### config.mk
export PLATFORM = sky130hd
export DESIGN_NAME = pipeline_hazard_ctrl_flat
export DESIGN_NICKNAME = d
export VERILOG_FILES = /design/src/rtl/pipe_pkg.sv /design/src/rtl/pipeline_hazard_ctrl_if.sv /design/src/rtl/fwd_select.sv /design/src/rtl/pipeline_hazard_ctrl.sv /design/src/flat_wrapper.sv
export SDC_FILE = /design/constraint.sdc
export NUM_CORES = 1
export LEC_CHECK = 0
export CORE_MARGIN = 3
export CORE_UTILIZATION = 55
export CTS_BUF_LIST = sky130_fd_sc_hd__clkbuf_4 sky130_fd_sc_hd__clkbuf_8
export DETAILED_ROUTE_END_ITERATION = 10
export GPL_ROUTABILITY_DRIVEN = 0
export HOLD_SLACK_MARGIN = 0.02
export PLACE_DENSITY_LB_ADDON = 0.12
export RECOVER_POWER = 100
export SLEW_MARGIN = 10
export SYNTH_ARGS = -nofsm -noshare
export SYNTH_HDL_FRONTEND = slang
export SYNTH_HIERARCHICAL = 1
export SYNTH_SLANG_ARGS = --single-unit
### constraint.sdc
create_clock -name clk -period 5.6 [get_ports clk]
set_input_delay 1.12 -clock clk [delete_from_list [all_inputs] [get_ports clk]]
set_output_delay 1.12 -clock clk [all_outputs]
set_load 0.01 [all_outputs]
### src/rtl/pipe_pkg.sv
// Shared types for the pipeline hazard controller: forwarding selects,
// controller state and the destination-register scoreboard entry.
package pipe_pkg;

  localparam int RF_IDX_W = 4;
  localparam int PC_REG   = 15;

  typedef enum logic [1:0] {
    FWD_RF  = 2'b00,
    FWD_EX  = 2'b01,
    FWD_MEM = 2'b10,
    FWD_WB  = 2'b11
  } fwd_sel_t;

  typedef enum logic {
    RUN      = 1'b0,
    MEM_WAIT = 1'b1
  } hz_state_t;

  typedef struct packed {
    logic                valid;
    logic [RF_IDX_W-1:0] rd;
    logic                is_load;
  } sb_entry_t;

endpackage

### src/rtl/pipeline_hazard_ctrl_if.sv
// Decode-side hazard inputs and pipeline sequencing outputs of the hazard controller.
interface pipeline_hazard_ctrl_if #(
  parameter int REG_W = 4
) ();
  logic [REG_W-1:0] id_rn;
  logic [REG_W-1:0] id_rm;
  logic [REG_W-1:0] id_rs;
  logic             id_use_rn;
  logic             id_use_rm;
  logic             id_use_rs;
  logic [REG_W-1:0] id_rd;
  logic             id_rf_enable;
  logic             id_load;
  logic             ex_branch_taken;
  logic             mem_busy;
  logic             pc_enable;
  logic             if_id_enable;
  logic             if_id_flush;
  logic             id_ex_flush;
  logic             ex_mem_enable;
  logic [1:0]       fwd_a;
  logic [1:0]       fwd_b;
  logic [1:0]       fwd_s;
  logic             mem_error;
  logic [15:0]      stall_count;

  modport master (
    output id_rn, id_rm, id_rs, id_use_rn, id_use_rm, id_use_rs,
           id_rd, id_rf_enable, id_load, ex_branch_taken, mem_busy,
    input  pc_enable, if_id_enable, if_id_flush, id_ex_flush, ex_mem_enable,
           fwd_a, fwd_b, fwd_s, mem_error, stall_count
  );

  modport slave (
    input  id_rn, id_rm, id_rs, id_use_rn, id_use_rm, id_use_rs,
           id_rd, id_rf_enable, id_load, ex_branch_taken, mem_busy,
    output pc_enable, if_id_enable, if_id_flush, id_ex_flush, ex_mem_enable,
           fwd_a, fwd_b, fwd_s, mem_error, stall_count
  );
endinterface

### src/rtl/fwd_select.sv
// Forwarding source for one ID operand: youngest matching producer wins,
// loads in EX are skipped because their data is not ready yet.
module fwd_select
  import pipe_pkg::*;
#(
  parameter int REG_W = RF_IDX_W
) (
  input  logic             i_use,
  input  logic [REG_W-1:0] i_reg,
  input  sb_entry_t        i_ex,
  input  sb_entry_t        i_mem,
  input  sb_entry_t        i_wb,
  output fwd_sel_t         o_sel
);

  always_comb begin
    o_sel = FWD_RF;
    if (i_use && (i_reg != REG_W'(PC_REG))) begin
      if (i_ex.valid && !i_ex.is_load && (i_ex.rd == i_reg)) o_sel = FWD_EX;
      else if (i_mem.valid && (i_mem.rd == i_reg))           o_sel = FWD_MEM;
      else if (i_wb.valid && (i_wb.rd == i_reg))             o_sel = FWD_WB;
    end
  end

endmodule

### src/rtl/pipeline_hazard_ctrl.sv
// Hazard controller for the 5-stage core: scoreboard, load-use stall, branch flush,
// forwarding selects and a data-memory freeze with watchdog.
module pipeline_hazard_ctrl
  import pipe_pkg::*;
#(
  parameter int REG_W       = RF_IDX_W,
  parameter int MEM_TIMEOUT = 64
) (
  input  logic                    clk,
  input  logic                    reset,
  pipeline_hazard_ctrl_if.slave   hz
);

  localparam logic [7:0] TIMEOUT = 8'(MEM_TIMEOUT);

  sb_entry_t   r_ex, r_mem, r_wb;
  hz_state_t   r_state;
  logic [7:0]  r_wait;
  logic        r_mem_error;
  logic [15:0] r_stall_cnt;

  sb_entry_t   w_new;
  logic        w_load_use;
  logic        w_pc_en, w_ifid_en, w_ifid_flush, w_idex_flush, w_exmem_en;
  logic [7:0]  w_wait_nxt;
  fwd_sel_t    w_fwd_a, w_fwd_b, w_fwd_s;

  assign w_new = '{valid:   hz.id_rf_enable && (hz.id_rd != REG_W'(PC_REG)),
                   rd:      hz.id_rd,
                   is_load: hz.id_load};

  // r15 never reaches a valid entry, so a match here already excludes it
  assign w_load_use = r_ex.valid && r_ex.is_load &&
                      ((hz.id_use_rn && (hz.id_rn == r_ex.rd)) ||
                       (hz.id_use_rm && (hz.id_rm == r_ex.rd)) ||
                       (hz.id_use_rs && (hz.id_rs == r_ex.rd)));

  always_comb begin
    w_pc_en      = 1'b1;
    w_ifid_en    = 1'b1;
    w_ifid_flush = 1'b0;
    w_idex_flush = 1'b0;
    w_exmem_en   = 1'b1;
    if (reset) begin
      if (hz.mem_busy) begin
        w_pc_en    = 1'b0;
        w_ifid_en  = 1'b0;
        w_exmem_en = 1'b0;
      end else if (hz.ex_branch_taken) begin
        w_ifid_flush = 1'b1;
        w_idex_flush = 1'b1;
      end else if (w_load_use) begin
        w_pc_en      = 1'b0;
        w_ifid_en    = 1'b0;
        w_idex_flush = 1'b1;
      end
    end
  end

  assign w_wait_nxt = (r_state == RUN)   ? 8'd1 :
                      (r_wait >= TIMEOUT) ? r_wait : r_wait + 8'd1;

  always_ff @(posedge clk or negedge reset) begin
    if (!reset) begin
      r_state     <= RUN;
      r_wait      <= '0;
      r_mem_error <= 1'b0;
      r_stall_cnt <= '0;
      r_ex        <= '0;
      r_mem       <= '0;
      r_wb        <= '0;
    end else begin
      if (!w_pc_en && (r_stall_cnt != 16'hFFFF)) r_stall_cnt <= r_stall_cnt + 16'd1;
      if (hz.mem_busy) begin
        r_state <= MEM_WAIT;
        r_wait  <= w_wait_nxt;
        if (w_wait_nxt == TIMEOUT) r_mem_error <= 1'b1;
      end else begin
        // Leaving the freeze evaluates this cycle as RUN
        r_state <= RUN;
        r_wait  <= '0;
        r_wb    <= r_mem;
        r_mem   <= r_ex;
        r_ex    <= (hz.ex_branch_taken || w_load_use) ? '0 : w_new;
      end
    end
  end

  fwd_select #(.REG_W(REG_W)) u_fwd_a (
    .i_use(hz.id_use_rn), .i_reg(hz.id_rn),
    .i_ex(r_ex), .i_mem(r_mem), .i_wb(r_wb), .o_sel(w_fwd_a)
  );
  fwd_select #(.REG_W(REG_W)) u_fwd_b (
    .i_use(hz.id_use_rm), .i_reg(hz.id_rm),
    .i_ex(r_ex), .i_mem(r_mem), .i_wb(r_wb), .o_sel(w_fwd_b)
  );
  fwd_select #(.REG_W(REG_W)) u_fwd_s (
    .i_use(hz.id_use_rs), .i_reg(hz.id_rs),
    .i_ex(r_ex), .i_mem(r_mem), .i_wb(r_wb), .o_sel(w_fwd_s)
  );

  assign hz.pc_enable     = w_pc_en;
  assign hz.if_id_enable  = w_ifid_en;
  assign hz.if_id_flush   = w_ifid_flush;
  assign hz.id_ex_flush   = w_idex_flush;
  assign hz.ex_mem_enable = w_exmem_en;
  assign hz.fwd_a         = w_fwd_a;
  assign hz.fwd_b         = w_fwd_b;
  assign hz.fwd_s         = w_fwd_s;
  assign hz.mem_error     = r_mem_error;
  assign hz.stall_count   = r_stall_cnt;

endmodule

### src/flat_wrapper.sv
// flat-port wrapper written by rule: the top's interface ports become plain ports
module pipeline_hazard_ctrl_flat import pipe_pkg::*;
#(
  parameter int REG_W       = RF_IDX_W,
  parameter int MEM_TIMEOUT = 64
)
  (clk, reset, hz_id_rn, hz_id_rm, hz_id_rs, hz_id_use_rn, hz_id_use_rm, hz_id_use_rs, hz_id_rd, hz_id_rf_enable, hz_id_load, hz_ex_branch_taken, hz_mem_busy, hz_pc_enable, hz_if_id_enable, hz_if_id_flush, hz_id_ex_flush, hz_ex_mem_enable, hz_fwd_a, hz_fwd_b, hz_fwd_s, hz_mem_error, hz_stall_count);
  pipeline_hazard_ctrl_if #(.REG_W(REG_W)) hz_i ();
  input  logic clk;
  input  logic reset;
  input wire logic [$bits(hz_i.id_rn)-1:0] hz_id_rn;
  input wire logic [$bits(hz_i.id_rm)-1:0] hz_id_rm;
  input wire logic [$bits(hz_i.id_rs)-1:0] hz_id_rs;
  input wire logic [$bits(hz_i.id_use_rn)-1:0] hz_id_use_rn;
  input wire logic [$bits(hz_i.id_use_rm)-1:0] hz_id_use_rm;
  input wire logic [$bits(hz_i.id_use_rs)-1:0] hz_id_use_rs;
  input wire logic [$bits(hz_i.id_rd)-1:0] hz_id_rd;
  input wire logic [$bits(hz_i.id_rf_enable)-1:0] hz_id_rf_enable;
  input wire logic [$bits(hz_i.id_load)-1:0] hz_id_load;
  input wire logic [$bits(hz_i.ex_branch_taken)-1:0] hz_ex_branch_taken;
  input wire logic [$bits(hz_i.mem_busy)-1:0] hz_mem_busy;
  output wire logic [$bits(hz_i.pc_enable)-1:0] hz_pc_enable;
  output wire logic [$bits(hz_i.if_id_enable)-1:0] hz_if_id_enable;
  output wire logic [$bits(hz_i.if_id_flush)-1:0] hz_if_id_flush;
  output wire logic [$bits(hz_i.id_ex_flush)-1:0] hz_id_ex_flush;
  output wire logic [$bits(hz_i.ex_mem_enable)-1:0] hz_ex_mem_enable;
  output wire logic [$bits(hz_i.fwd_a)-1:0] hz_fwd_a;
  output wire logic [$bits(hz_i.fwd_b)-1:0] hz_fwd_b;
  output wire logic [$bits(hz_i.fwd_s)-1:0] hz_fwd_s;
  output wire logic [$bits(hz_i.mem_error)-1:0] hz_mem_error;
  output wire logic [$bits(hz_i.stall_count)-1:0] hz_stall_count;
  assign hz_i.id_rn = hz_id_rn;
  assign hz_i.id_rm = hz_id_rm;
  assign hz_i.id_rs = hz_id_rs;
  assign hz_i.id_use_rn = hz_id_use_rn;
  assign hz_i.id_use_rm = hz_id_use_rm;
  assign hz_i.id_use_rs = hz_id_use_rs;
  assign hz_i.id_rd = hz_id_rd;
  assign hz_i.id_rf_enable = hz_id_rf_enable;
  assign hz_i.id_load = hz_id_load;
  assign hz_i.ex_branch_taken = hz_ex_branch_taken;
  assign hz_i.mem_busy = hz_mem_busy;
  assign hz_pc_enable = hz_i.pc_enable;
  assign hz_if_id_enable = hz_i.if_id_enable;
  assign hz_if_id_flush = hz_i.if_id_flush;
  assign hz_id_ex_flush = hz_i.id_ex_flush;
  assign hz_ex_mem_enable = hz_i.ex_mem_enable;
  assign hz_fwd_a = hz_i.fwd_a;
  assign hz_fwd_b = hz_i.fwd_b;
  assign hz_fwd_s = hz_i.fwd_s;
  assign hz_mem_error = hz_i.mem_error;
  assign hz_stall_count = hz_i.stall_count;
  pipeline_hazard_ctrl #(.REG_W(REG_W), .MEM_TIMEOUT(MEM_TIMEOUT)) u_core (.clk(clk), .reset(reset), .hz(hz_i));
endmodule
Word-level counts from Yosys, hierarchy flattened
Index checks and enable logic that the tools add are counted.
{"block": "totals", "ff_bits": 42, "latch_bits": 0, "in_bits": 25, "n_memories": 0, "wordCells": 88, "rom_bits": 0, "mem_bits_rw": 0}
{"block": "op_classes", "n_shift": 0, "bitwise_logic": 0, "mux": 30, "n_eq_ne": 18, "mul": 0, "n_div": 0, "order_cmp": 1, "n_reduce_logical": 26, "add_sub_neg": 2}
{"op": "equality test 4 bit", "count": 12}
{"op": "2-to-1 mux 2 bit", "count": 12}
{"op": "2-to-1 mux 8 bit", "count": 3}
{"op": "logical AND 1 bit", "count": 20}
{"op": "adder 16 x 1 -> 16 bit (second input constant)", "count": 1}
{"op": "!= test 16 bit (second input constant)", "count": 1}
{"op": "!= test 4 bit (second input constant)", "count": 4}
{"op": "2-to-1 mux 1 bit", "count": 14}
{"op": "adder 8 x 1 -> 8 bit (second input constant)", "count": 1}
{"op": "equality test 8 x 7 -> 1 bit (second input constant)", "count": 1}
{"op": "greater-or-equal comparator 8 x 7 -> 1 bit (second input constant)", "count": 1}
{"op": "2-to-1 mux 6 bit", "count": 1}
{"op": "logical OR 1 bit", "count": 3}
{"op": "zero test 1 bit", "count": 2}
{"op": "AND reduction 2 bit", "count": 1}

Depth between registers and ports, before layout
{"block": "depth", "depth_word": 11, "ltp_mapped": 9}

Hierarchy
Netlist, hierarchy kept.
{"module": "pipeline_hazard_ctrl", "cells_per_inst": 184, "area_each_um2": 2124.5, "instances": 1, "seq_area_each_um2": 1101.1}
{"module": "fwd_select", "cells_per_inst": 25, "area_each_um2": 188.9, "instances": 3, "seq_area_each_um2": 0.0}

Worst setup path before layout
OpenSTA, ideal clock, no wires.
{"block": "synth_path", "path_kind": "input to output", "start": "input port hz_id_rn[3]", "end": "output port hz_id_ex_flush", "required_ps": 4480, "n_path_buf": 0, "t_arrival_ps": 2157, "path_slack_ps": 2323, "path_stages": 5, "path_cell_list": "xor2_1 nor4_2 o311a_1 nor2_1 nor3b_1"}
{"block": "synth_between", "elab_chain_len": 9}
{"item": "start: declaration", "line": "flat_wrapper.sv:11", "rtl": "input wire logic [$bits(hz_i.id_rn)-1:0] hz_id_rn;"}
{"item": "equality test 4 bit", "line": "pipeline_hazard_ctrl.sv:34", "rtl": "((hz.id_use_rn && (hz.id_rn == r_ex.rd)) ||"}
{"item": "logical AND 1 bit", "line": "pipeline_hazard_ctrl.sv:34"}
{"item": "logical OR 1 bit", "line": "pipeline_hazard_ctrl.sv:34"}
{"item": "logical OR 1 bit", "line": "pipeline_hazard_ctrl.sv:35", "rtl": "(hz.id_use_rm && (hz.id_rm == r_ex.rd)) ||"}
{"item": "logical AND 1 bit", "line": "pipeline_hazard_ctrl.sv:33", "rtl": "assign w_load_use = r_ex.valid && r_ex.is_load &&"}
{"item": "2-to-1 mux 1 bit", "line": "pipeline_hazard_ctrl.sv:52", "rtl": "end else if (w_load_use) begin"}
{"item": "2-to-1 mux 1 bit", "line": "pipeline_hazard_ctrl.sv:49", "rtl": "end else if (hz.ex_branch_taken) begin"}
{"item": "2-to-1 mux 1 bit", "line": "pipeline_hazard_ctrl.sv:45", "rtl": "if (hz.mem_busy) begin"}
{"item": "2-to-1 mux 1 bit", "line": "pipeline_hazard_ctrl.sv:44", "rtl": "if (reset) begin"}
{"item": "end: declaration", "line": "flat_wrapper.sv:25", "rtl": "output wire logic [$bits(hz_i.id_ex_flush)-1:0] hz_id_ex_flush;"}
Every way passes these cells.

Worst setup path after layout
{"block": "layout_path", "start": "input port reset", "end": "output port hz_if_id_enable"}
{"block": "layout_between", "elab_chain_len": 1}
{"item": "start: declaration", "line": "flat_wrapper.sv:10", "rtl": "input logic reset;"}
{"item": "2-to-1 mux 1 bit", "line": "pipeline_hazard_ctrl.sv:44"}
{"item": "end: declaration", "line": "flat_wrapper.sv:23", "rtl": "output wire logic [$bits(hz_i.if_id_enable)-1:0] hz_if_id_enable;"}
Every way passes these cells.

==> metrics.md <==
| Metric | Value |
|---|---|
| Io pins | 53 |
| Final wirelength | about 6100 um |
| Multi-input gate area | 1490 um^2 |
| Gr ovfl total | 0 |
| Area delta synth->final | 24.2% |
| CORE AREA | 4470 um^2 |
| Clk pin slew, worst setup/hold paths | around 0.07 ns |
| Crit Path Class | primary input to output pin |
| Hold Path Class | flip-flop to flip-flop |
| Total die area | about 5600 um^2 |
| Setup_tns | 0 ns |
| Crit path time final | approximately 4.8 ns |
| CP Data Arrival Time | 3.63 ns |
| DRT Pass-1 Iters | 4 |
| Crit path required time | 4.48 ns |
| CTS root buf | clkbuf_8 |
| Max cap viols | 1 |
| NumNets Final | 337 |
| Filler cells | 374 |
| Power Density | 256 nW/um^2 |
| Post-Syn Area | 2620 um^2 |
| Vias | 2,090 |
| Initial Util | 0.585 |
| Hold_buf cts | 0 |
| IO buf count | 52 |
| Ratio of cells with drive above 1 in the final layout | 0.0836 |
| Post-CTS setup buffers | 0 |
| Cell Rows | 24 |
| DP HPWL | roughly 4300 um |
| CTS tree | built |
| Clock Sinks | 42 |
| Clk buf depth | 2 |
| CP Max Fanout | 30 |
| Slew Limit Headroom | -0.0235 |
| Drt initial violations | 132 |
| Final Setup Violations | 0 |
| Largest net degree at the start of global routing | 31 |
| Syn Nets | 282 |
| Vias in the first global route | 2,077 |
| Initial antenna violation count | 0 |
| Final Cycle Share | 0.849 |
| Max Freq | 210 MHz |
| Final Hold Viols | 0 |
| Layout Utilization | 0.727 |
| Max Clock Skew | roughly 0.0047 ns |
| WL per Instance | between 15 and 20 um |
| Crit. End Element | output pin |
| Vias per cell | 5.76 |
| Max IR drop VDD | 0.000213 V |
| Status | finished with violations |
| Failing checks | capacitance limit, slew limit |
| Register Area | approximately 1100 um^2 |
| RSZ-0062 raised after global routing | no |
| Final Max Tran Viols | 31 |
| Mean post-synth cell area | roughly 10 um^2 |
| Chip Height | 75 um |
| Post-synthesis instance total | roughly 260 |
| DR DRC count | 0 |
| CTS Buf Count | 5 |
| Slew @ Worst Pin | 1.54 ns |
| Startpoint Class | primary input |
| Detail Route Antenna Nets | 0 |
| Diode count | 0 |
| Worst-Skew Late Latency | 0.29 ns |
| First-pass GRT wire length | 9820 um |
| Die Width | 75 um |
| YS warnings | 6 |
| LEAKAGE | 0.00147 uW |
| H-Tree Depth | 2 |
| Post_cts resized | 0 |
| Total global-route track usage | 0.231 |
[final timing paths]
path / to / slack, ns / depth (start not counted) / from
setup / recovery: hz_if_id_enable / 0.85 / 6 / reset
hold / removal: u_core/hz.mem_error$_DFFE_PN0P_ / 0.46 / 1 / u_core/hz.mem_error$_DFFE_PN0P_
setup reg to reg: u_core/hz.stall_count[1]$_DFFE_PN0P_ / 2.95 / 5 / u_core/r_ex[1]$_DFFE_PN0N_
hold reg to reg: u_core/hz.mem_error$_DFFE_PN0P_ / 0.46 / 1 / u_core/hz.mem_error$_DFFE_PN0P_
max in group asynchronous: u_core/hz.stall_count[6]$_DFFE_PN0P_ / 2.96 / 2 / reset
min in group asynchronous: u_core/hz.stall_count[0]$_DFFE_PN0P_ / 1.20 / 1 / reset
[registers in the layout, indices dropped and copies added (netlist names)]
name,flops
u_core/r_wb,5
u_core/r_mem,5
u_core/r_wait,8
u_core/hz.stall_count,16
u_core/r_state,1
u_core/r_ex,6
u_core/hz.mem_error,1
[layout by cell type, fill, tap and decap left out, drive strengths merged, types with 4 or more instances in the layout]
cell type / instances
xor2: 47
mux2: 12
and3: 7
o21ai: 4
a21boi: 4
nand4: 9
nand2: 21
xnor2: 21
nor3b: 5
nor4: 7
dfrtp: 42
nor2: 13
a21oi: 4
nor3: 9
inv: 4
dlygate4sd3: 30
a22o: 5
nand3: 10
clkbuf: 8
clkdlybuf4s50: 21
[power breakdown]
part | switching (uW) | internal [uW]
combinational | 92.7 | 108
sequential | 60.7 | 339
clock | 101 | 131
[layer usage]
metal | GRT usage | up-vias | part of all wire
li1 | - | 1014 | -
met1 | 0.296 | 1007 | 0.44
met2 | 0.381 | 62 | 0.48
met3 | 0.0561 | 7 | 0.066
met4 | 0.0791 | 0 | 0.013
met5 | 0 | - | 0
[layout make-up]
| type | instances | share of cell area |
|---|---|---|
| clock buffer | 5 | 0.0212 |
| clock inverter | 3 | 0.0123 |
| inverter | 4 | 0.00462 |
| multi-input combinational | 203 | 0.458 |
| sequential | 42 | 0.323 |
| tap | 52 | 0.0200 |
| timing repair buffer | 54 | 0.160 |
[stage by stage]
step | cells | cell area [um^2] | total power [uW] | setup WS (ns) | hold slack [ns]
global placement | 355 | 3180 | 610 | 1.13 | 0.452
CTS | 363 | 3290 | 850 | 1.07 | 0.471
floorplan | 255 | 2620 | 505 | 2.32 | 0.481
detailed placement | 355 | 3180 | 615 | 1.09 | 0.453
global route | 363 | 3250 | 878 | 0.466 | 0.490
finish | 363 | 3250 | 833 | 0.845 | 0.462
[worst max-delay path, cell delays in order]
cell and delay, ns:
clkbuf_1 1.08, nand4b_1 0.22, inv_1 0.13, o31ai_1 0.11, and2_0 0.29, dlygate4sd3_1 0.66
(Power assumes the default switching activity.)
